### config.mk
export PLATFORM = sky130hd
export DESIGN_NAME = bcd_to_binary_flat
export DESIGN_NICKNAME = d
export VERILOG_FILES = /design/src/rtl/bcd_to_binary_pkg.sv /design/src/rtl/bcd_to_binary_if.sv /design/src/rtl/bcd_to_binary_digit_adjust.sv /design/src/rtl/bcd_to_binary.sv /design/src/flat_wrapper.sv
export SDC_FILE = /design/constraint.sdc
export NUM_CORES = 1
export LEC_CHECK = 0
export BUFFER_PORTS_ARGS = -buffer_cell sky130_fd_sc_hd__buf_2
export CORE_ASPECT_RATIO = 1.5
export CORE_MARGIN = 4
export CORE_UTILIZATION = 40
export DETAILED_ROUTE_END_ITERATION = 12
export SLEW_MARGIN = 20
export SYNTH_ARGS = -nofsm -noshare
export SYNTH_HDL_FRONTEND = slang
export SYNTH_SLANG_ARGS = --single-unit
### constraint.sdc
create_clock -name clk -period 1.77 [get_ports clk]
set_input_delay 0.354 -clock clk [delete_from_list [all_inputs] [get_ports clk]]
set_output_delay 0.354 -clock clk [all_outputs]
set_load 0.05 [all_outputs]
### src/rtl/bcd_to_binary_pkg.sv
// Shared types and constants for the BCD-to-binary converter.
// Holds the FSM state type, default sizes and BCD digit constants.
package bcd_pkg;

    localparam int DIGITS_DEF = 5;
    localparam int BIN_W_DEF  = 15;

    localparam logic [3:0] ADJ_THRESH = 4'd8;
    localparam logic [3:0] ADJ_VALUE  = 4'd3;
    localparam logic [3:0] MAX_DIGIT  = 4'd9;

    typedef enum logic [1:0] {
        IDLE,
        SHIFT,
        ADJUST,
        DONE
    } state_t;

endpackage

### src/rtl/bcd_to_binary_if.sv
// start/busy/done handshake bundle for the BCD-to-binary converter.
// master: start, bcd out; bin, busy, done, error in. slave: reverse.
interface bcd_to_binary_if
    import bcd_pkg::*;
#(
    parameter int DIGITS = DIGITS_DEF,
    parameter int BIN_W  = BIN_W_DEF
);

    logic                  start;
    logic [4*DIGITS-1:0]   bcd;
    logic [BIN_W-1:0]      bin;
    logic                  busy;
    logic                  done;
    logic                  error;

    modport master (
        output start,
        output bcd,
        input  bin,
        input  busy,
        input  done,
        input  error
    );

    modport slave (
        input  start,
        input  bcd,
        output bin,
        output busy,
        output done,
        output error
    );

endinterface

### src/rtl/bcd_to_binary_digit_adjust.sv
// One BCD digit correction step for reverse double-dabble.
// din: 4-bit digit, dout: din-3 when din >= 8, else din.
module bcd_digit_adjust
    import bcd_pkg::*;
(
    input  logic [3:0] din,
    output logic [3:0] dout
);

    always_comb begin
        dout = din;
        if (din >= ADJ_THRESH) begin
            dout = din - ADJ_VALUE;
        end
    end

endmodule

### src/rtl/bcd_to_binary.sv
// Sequential packed-BCD to binary converter (reverse double-dabble).
// Ports: clk, reset (sync, active-high), bus (slave: start/bcd in; bin/busy/done/error out).
module bcd_to_binary
    import bcd_pkg::*;
#(
    parameter int DIGITS = DIGITS_DEF,
    parameter int BIN_W  = BIN_W_DEF
)(
    input  logic                 clk,
    input  logic                 reset,
    bcd_to_binary_if.slave       bus
);

    localparam int BCD_W = 4 * DIGITS;
    localparam int W_W   = BCD_W + BIN_W;
    localparam int CNT_W = $clog2(BIN_W + 1);
    localparam logic [CNT_W-1:0] CNT_LAST = CNT_W'(BIN_W);

    state_t             state, state_n;
    logic [CNT_W-1:0]   cnt, cnt_n;
    logic [W_W-1:0]     w, w_n;
    logic [BIN_W-1:0]   bin_q, bin_n;
    logic               err_q, err_n;

    logic [BCD_W-1:0]   adj_bcd;
    logic               in_valid;

    for (genvar g = 0; g < DIGITS; g++) begin : g_adj
        bcd_digit_adjust u_adj (
            .din  (w[BIN_W + 4*g +: 4]),
            .dout (adj_bcd[4*g +: 4])
        );
    end

    always_comb begin
        in_valid = 1'b1;
        for (int i = 0; i < DIGITS; i++) begin
            if (bus.bcd[4*i +: 4] > MAX_DIGIT) begin
                in_valid = 1'b0;
            end
        end
    end

    // bin/error are loaded on entry to DONE so they are
    // already valid during the done pulse.
    always_comb begin
        state_n = state;
        cnt_n   = cnt;
        w_n     = w;
        bin_n   = bin_q;
        err_n   = err_q;
        unique case (state)
            IDLE: begin
                if (bus.start) begin
                    if (in_valid) begin
                        w_n     = {bus.bcd, {BIN_W{1'b0}}};
                        cnt_n   = '0;
                        state_n = SHIFT;
                    end else begin
                        bin_n   = '0;
                        err_n   = 1'b1;
                        state_n = DONE;
                    end
                end
            end
            SHIFT: begin
                w_n     = w >> 1;
                cnt_n   = cnt + 1'b1;
                state_n = ADJUST;
            end
            ADJUST: begin
                w_n = {adj_bcd, w[BIN_W-1:0]};
                if (cnt == CNT_LAST) begin
                    // Anything left in the BCD half means the value
                    // did not fit in BIN_W bits.
                    bin_n   = w[BIN_W-1:0];
                    err_n   = |adj_bcd;
                    state_n = DONE;
                end else begin
                    state_n = SHIFT;
                end
            end
            DONE: begin
                state_n = IDLE;
            end
            default: begin
                state_n = IDLE;
            end
        endcase
    end

    always_ff @(posedge clk) begin
        if (reset) begin
            state <= IDLE;
            cnt   <= '0;
            w     <= '0;
            bin_q <= '0;
            err_q <= 1'b0;
        end else begin
            state <= state_n;
            cnt   <= cnt_n;
            w     <= w_n;
            bin_q <= bin_n;
            err_q <= err_n;
        end
    end

    assign bus.bin   = bin_q;
    assign bus.error = err_q;
    assign bus.done  = (state == DONE);
    assign bus.busy  = (state != IDLE);

endmodule

### src/flat_wrapper.sv
// flat-port wrapper written by rule: the top's interface ports become plain ports
module bcd_to_binary_flat import bcd_pkg::*;
#(
    parameter int DIGITS = DIGITS_DEF,
    parameter int BIN_W  = BIN_W_DEF
)
  (clk, reset, bus_start, bus_bcd, bus_bin, bus_busy, bus_done, bus_error);
  bcd_to_binary_if #(.DIGITS(DIGITS), .BIN_W(BIN_W)) bus_i ();
  input  logic clk;
  input  logic reset;
  input wire logic [$bits(bus_i.start)-1:0] bus_start;
  input wire logic [$bits(bus_i.bcd)-1:0] bus_bcd;
  output wire logic [$bits(bus_i.bin)-1:0] bus_bin;
  output wire logic [$bits(bus_i.busy)-1:0] bus_busy;
  output wire logic [$bits(bus_i.done)-1:0] bus_done;
  output wire logic [$bits(bus_i.error)-1:0] bus_error;
  assign bus_i.start = bus_start;
  assign bus_i.bcd = bus_bcd;
  assign bus_bin = bus_i.bin;
  assign bus_busy = bus_i.busy;
  assign bus_done = bus_i.done;
  assign bus_error = bus_i.error;
  bcd_to_binary #(.DIGITS(DIGITS), .BIN_W(BIN_W)) u_core (.clk(clk), .reset(reset), .bus(bus_i));
endmodule
==> impl_metrics.py, run 1 <==
metrics = {
    "sta": {
        "tightest_slew_ps": 415,
        "fin_crit_sh_pct": 95.4,
        "period_minus_slack_ps": 1690,
        "hold_slack_ps": 314,
        "setup_viol": 0,
        "rsz0062_at_grt": "yes",
        "layout_setup_ws_ps": 81.4,
        "finClkSkew_ps": 8.26,
        "fmax_mhz": 592,
        "maxSlewHeadroom_pct": 72.2,
        "hold_viol": 0,
        "slew_viol_final": 0,
    },
    "setup_path": {
        "worst_path_largest_cell_delay_ps": 340,
        "path_cells": "inv_2 -> ha_4 -> clkinvlp_4 -> buf_6",
        "cp_slowest_cell": "dfxtp_2",
        "end_kind": "output port",
        "worstPathArrival_ps": 1330,
        "crit_path_max_fanout": 11,
        "crit-reg2reg-capture": "u_core.w[3]$_SDFFE_PP0P_",
        "path_buf_inv": 3,
        "worst-setup-path-type": "register to output port",
        "start_kind": "register",
        "rrSetupSlack_ps": 150,
        "reg2regPathDepth": 6,
        "crit_family": "buffers and inverters",
        "r2r-start": "u_core.state[1]$_SDFFE_PP0P_",
        "worstPathRequired_ps": 1420,
    },
    "routing": {
        "initialDrtViolationCount": 123,
        "ant_nets": 0,
        "routed_via_density": 5.46,
        "drt-total-wl_mm": 7.83,
        "remaining_drc_errors": 0,
        "drt_first_pass_iters": 6,
        "avgRoutedWirePerCell_um": 15.0,
        "vias": 2840,
    },
    "cts": {
        "htree_levels": 3,
        "cts_buffer_depth": 2,
        "clock_sinks": 57,
        "cts_root_buf": "clkbuf_8",
        "post_cts.repair.setup_buffers": 0,
        "cts_buffers": 9,
        "clk_transition_reported_paths_ps": 70,
        "insertion_delay_ps": 340,
        "cts_tree": "built",
    },
    "hold_path": {
        "holdPathStages": 2,
        "min_to": "u_core.cnt[3]$_SDFFE_PP0P_",
        "hp-class": "input port to register",
        "hp-start": "reset",
    },
    "floorplanning": {
        "die_area_mm2": 0.00906,
        "dieHeight_um": 115,
        "rows": 38,
        "core_mm2": 0.00732,
        "dieWidth_um": 79.1,
        "ios": 41,
        "initial_core_util_pct": 41.4,
    },
    "job": {
        "max-cap-violations": 0,
    },
    "place": {
        "dp_hpwl_mm": 5.52,
        "gp_congestion": 0.843,
        "port_buffers": 40,
        "postPlaceCellArea_mm2": 0.00346,
        "dpl.cell_count": 505,
        "place_ws_ps": -73.2,
    },
    "finish": {
        "drive_gt1_share_pct": 23.8,
        "multi_input_area_mm2": 0.00174,
        "layout.nets": 454,
        "stdcell_count": 520,
        "fin_util_pct": 50.6,
        "syn2layout_area_growth_pct": 22.2,
        "seq_area_mm2": 0.00115,
        "final_cell_mix": "dfxtp_1, buf_2, nand2_1",
        "design_area_mm2": 0.00370,
        "final_common_cell": "dfxtp_1",
        "fillers": 748,
        "antenna_cells": 0,
    },
    "grt": {
        "grt_pass1_vias": 2891,
        "grt_overflow_total": 0,
        "grt_pass1_wl_mm": 13.4,
        "antenna_found_initial": 0,
        "grt.total_usage_pct": 18.6,
        "grt_max_degree": 25,
    },
    "yosys": {
        "synth_warnings": 0,
        "synth_edf_count": 0,
        "async_reset_ff_share_pct": 0,
        "synthDistinctLibCells": 40,
        "syn_inst": 372,
        "synthFlopType": "dfxtp_1",
        "yosysSeqAreaShare_pct": 37.7,
        "synth-seq-cells": 57,
        "synth_nets": 410,
        "syn_area_mm2": 0.00303,
        "syn_avg_cell_area_um2": 8.15,
    },
    "run_status": {
        "status": "completed",
    },
    "power": {
        "leakage_nw": 1.45,
        "peakVddDrop_v": 0.000872,
        "power_density_mw_per_mm2": 1630,
    },
}
## state kept, by name, indices dropped and copies added (netlist names)
name and cells:
u_core.bus.error 1, u_core.w 35, u_core.bus.bin 15, u_core.cnt 4
u_core.state 2
## worst max-delay path by stage
stage,slack (ps),cells past startpoint,start,to
after floorplan,20,8,u_core.state[1]$_SDFFE_PP0P_,u_core.w[0]$_SDFFE_PP0P_
after global placement,-80,7,u_core.state[0]$_SDFFE_PP0P_,u_core.bus.bin[4]$_SDFFE_PP0P_
after detailed placement,-70,6,bus_bcd[18],u_core.cnt[3]$_SDFFE_PP0P_
after CTS,40,4,u_core.state[0]$_SDFFE_PP0P_,bus_busy
after global routing,-4,6,u_core.state[1]$_SDFFE_PP0P_,u_core.w[7]$_SDFFE_PP0P_
final,80,4,u_core.state[0]$_SDFFE_PP0P_,bus_busy
## cells in the mapped netlist (3+ instances only)
| cell type | count | area [um2] |
|---|---|---|
| a21o_1 | 3 | 22.5 |
| a21oi_1 | 26 | 130 |
| a22o_1 | 15 | 131 |
| a22oi_1 | 16 | 120 |
| buf_2 | 6 | 30.0 |
| clkbuf_1 | 23 | 86.3 |
| dfxtp_1 | 57 | 1140 |
| ha_1 | 15 | 188 |
| inv_1 | 21 | 78.8 |
| mux2i_1 | 5 | 50.1 |
| nand2_1 | 35 | 131 |
| nand3_1 | 12 | 60.1 |
| nor2_1 | 30 | 113 |
| nor2b_1 | 9 | 56.3 |
| nor3_1 | 6 | 30.0 |
| nor3b_1 | 4 | 30.0 |
| nor4_1 | 4 | 25.0 |
| o211ai_1 | 26 | 195 |
| o21ai_0 | 19 | 95.1 |
| o21ai_1 | 3 | 15.0 |
| o21ai_2 | 5 | 43.8 |
| o22ai_1 | 3 | 18.8 |
| xnor2_1 | 7 | 61.3 |
## cells by family after synthesis
family | count (synthesis) | synth area share, %
AO/OA/AOI/OAI | 125 | 28.0
AND/OR/NAND/NOR | 111 | 17.7
flip-flops | 57 | 37.7
buffers and inverters | 52 | 6.81
adder cells (fa/ha/maj) | 15 | 6.19
XOR/XNOR | 7 | 2.02
multiplexers | 5 | 1.65
## metrics by stage
step	total power, mW	TNS, ps
after floorplan	3.86	0
after global placement	4.67	-1200
after detailed placement	4.68	-770
after CTS	6.01	0
after global routing	6.48	-8.75
final	6.03	0
## layer usage
metal	wire length (um)	vias up	track usage, %
met4	219	0	9.63
met2	3920	60	31.1
li1	-	1412	-
met3	280	15	3.78
met5	0	-	0
met1	3410	1353	22.2
## power breakdown
group | internal [mW] | leakage, nW | total (mW) | switching (mW)
registers | 1.53 | 0.464 | 1.92 | 0.390
clock network | 0.794 | 0.112 | 1.31 | 0.516
logic | 1.16 | 0.869 | 2.80 | 1.63
total | 3.49 | 1.45 | 6.03 | 2.54
## worst register-to-register path, cell delays in order (launching register included)
cell and delay [ps]:
dfxtp_2 350, inv_2 90, ha_1 240, nor2b_1 320
and3_1 260, buf_12 150, a22o_1 150
## area by class of cell
type	count	share of cell area [%]
Multi-Input combinational cell	263	46.9
Inverter	21	2.23
Clock inverter	2	0.946
Sequential cell	57	31.0
Tap cell	100	3.38
Clock buffer	13	4.83
Timing Repair Buffer	64	10.8
## what timing repair did
item                       4_1_cts  5_1_grt
setup endpoints to repair       15       32
hold buffers                     0        0
gates resized for setup          1        8
pin swaps                        0        1
No activity file was read; power rests on OpenSTA's default activity.
==> run 2: changes to the inputs <==
Settings changed: CORE_UTILIZATION 40 to 45, PLACE_DENSITY set to 0.67.
==> impl_metrics.py, run 2 (synthesis gave the netlist of run 1 again) <==
metrics = {
    "finish": {
        "layout.nets": 469,
        "largest_reg_flops": 35,
        "stdcell_count": 512,
        "design_area_mm2": 0.00379,
        "final_common_cell": "dfxtp_1",
        "fillers": 597,
        "final_cell_mix": "dfxtp_1, buf_2, buf_4",
        "syn2layout_area_growth_pct": 25.1,
        "regMostFlops": "u_core.w",
        "fin_util_pct": 58.1,
        "antenna_cells": 0,
        "drive_gt1_share_pct": 28.0,
    },
    "floorplanning": {
        "ios": 41,
        "die_area_mm2": 0.00814,
        "dieHeight_um": 109,
        "core_mm2": 0.00653,
        "dieWidth_um": 75.0,
        "initial_core_util_pct": 46.4,
        "rows": 36,
    },
    "run_status": {
        "status": "completed",
    },
    "grt": {
        "antenna_found_initial": 0,
        "grt_pass1_wl_mm": 13.5,
        "grt_pass1_vias": 2870,
        "grt_max_degree": 27,
        "grt_overflow_total": 0,
        "grt.total_usage_pct": 21.4,
    },
    "sta": {
        "tightest_slew_ps": 408,
        "setup_viol": 0,
        "maxSlewHeadroom_pct": 72.7,
        "period_minus_slack_ps": 1730,
        "hold_viol": 0,
        "hold_slack_ps": 316,
        "rsz0062_at_grt": "yes",
        "slew_viol_final": 0,
        "fin_crit_sh_pct": 97.5,
        "fmax_mhz": 579,
        "finClkSkew_ps": 8.39,
    },
    "cts": {
        "insertion_delay_ps": 340,
        "clock_sinks": 57,
        "cts_buffer_depth": 2,
        "clk_transition_reported_paths_ps": 70,
        "cts_buffers": 9,
        "cts_root_buf": "clkbuf_8",
        "cts_tree": "built",
        "ctsHoldBuffers": 0,
        "htree_levels": 3,
    },
    "place": {
        "dp_hpwl_mm": 5.65,
        "dpl.cell_count": 495,
        "gp_congestion": 0.860,
        "port_buffers": 40,
        "postPlaceCellArea_mm2": 0.00353,
    },
    "setup_path": {
        "worstPathRequired_ps": 2000,
        "worstPathArrival_ps": 1950,
        "crit_family": "simple AND/OR/NAND/NOR gates",
        "start_kind": "register",
        "worst_path_largest_cell_delay_ps": 390,
        "end_kind": "register",
        "path_cells": "inv_1 -> ha_1 -> nor3_2 -> o2111ai_1 -> nor4_2 -> buf_4 -> nor3_1",
        "crit_path_max_fanout": 4,
        "path_buf_inv": 2,
        "worst-setup-path-type": "register to register",
        "cp_slowest_cell": "dfxtp_1",
    },
    "routing": {
        "avgRoutedWirePerCell_um": 15.7,
        "remaining_drc_errors": 0,
        "drt-total-wl_mm": 8.05,
        "vias": 2932,
        "routed_via_density": 5.73,
        "drt_first_pass_iters": 4,
        "initialDrtViolationCount": 189,
        "ant_nets": 0,
    },
    "power": {
        "clkPwrFrac_pct": 19.6,
        "fin_total_pwr_mw": 6.24,
        "p_sw_mw": 2.68,
        "leakage_nw": 1.51,
        "power_density_mw_per_mm2": 1650,
        "peakVddDrop_v": 0.000744,
        "power_frac_comb_pct": 51.3,
        "internal-power_mw": 3.57,
        "seqPwrFrac_pct": 29.1,
        "switching_share_pct": 42.9,
    },
    "job": {
        "max-cap-violations": 0,
    },
    "hold_path": {
        "hp-class": "input port to register",
    },
}
## run 2: metrics by stage
stage,worst slack [ps],setup TNS (ps)
finish,44.3,0
global route,-63.9,-65.6
CTS,18.5,0
detailed placement,-174,-621
global placement,-208,-318
floorplan,17.8,0
## run 2: worst paths after layout
kind | start | to | slack (ps) | depth (start not counted)
max reg2reg | u_core.w[15]$_SDFFE_PP0P_ | u_core.bus.error$_SDFFE_PP0P_ | 40 | 7
min reg2reg | u_core.cnt[1]$_SDFFE_PP0P_ | u_core.cnt[1]$_SDFFE_PP0P_ | 490 | 2
min | reset | u_core.cnt[3]$_SDFFE_PP0P_ | 320 | 2
max | u_core.w[15]$_SDFFE_PP0P_ | u_core.bus.error$_SDFFE_PP0P_ | 40 | 7
## run 2: timing repair
item                                    in CTS  in global routing
setup buffers                                0                  1
pin swaps                                    1                  2
resized for setup                            7                  9
cloned                                       0                  0
endpoints found under the setup margin      16                 26
## run 2: power by group through the flow
stage | combinational (mW) | clock [mW] | sequential, mW
floorplan | 2.07 | 0 | 1.79
global placement | 2.99 | 0 | 1.82
detailed placement | 3.05 | 0 | 1.83
CTS | 3.11 | 1.24 | 1.81
global route | 3.52 | 1.30 | 1.86
finish | 3.20 | 1.22 | 1.82
## run 2: cell type report
cell class                 count  area [um2]  share of cell area [%]
clock inverter                 5        55.1                    1.45
tap                           76        95.1                    2.51
multi-input combinational    263        1760                    46.3
clock buffer                  11         141                    3.73
inverter                      21        82.6                    2.18
sequential                    57        1150                    30.2
timing repair buffer          79         515                    13.6
## run 2: layer usage
layer	up-vias	GRT usage (%)	share of wire (%)
met2	75	35.9	51
li1	1448	-	-
met1	1391	25.1	41
met4	0	8.65	2.6
met3	18	5.77	4.9
met5	-	0	0
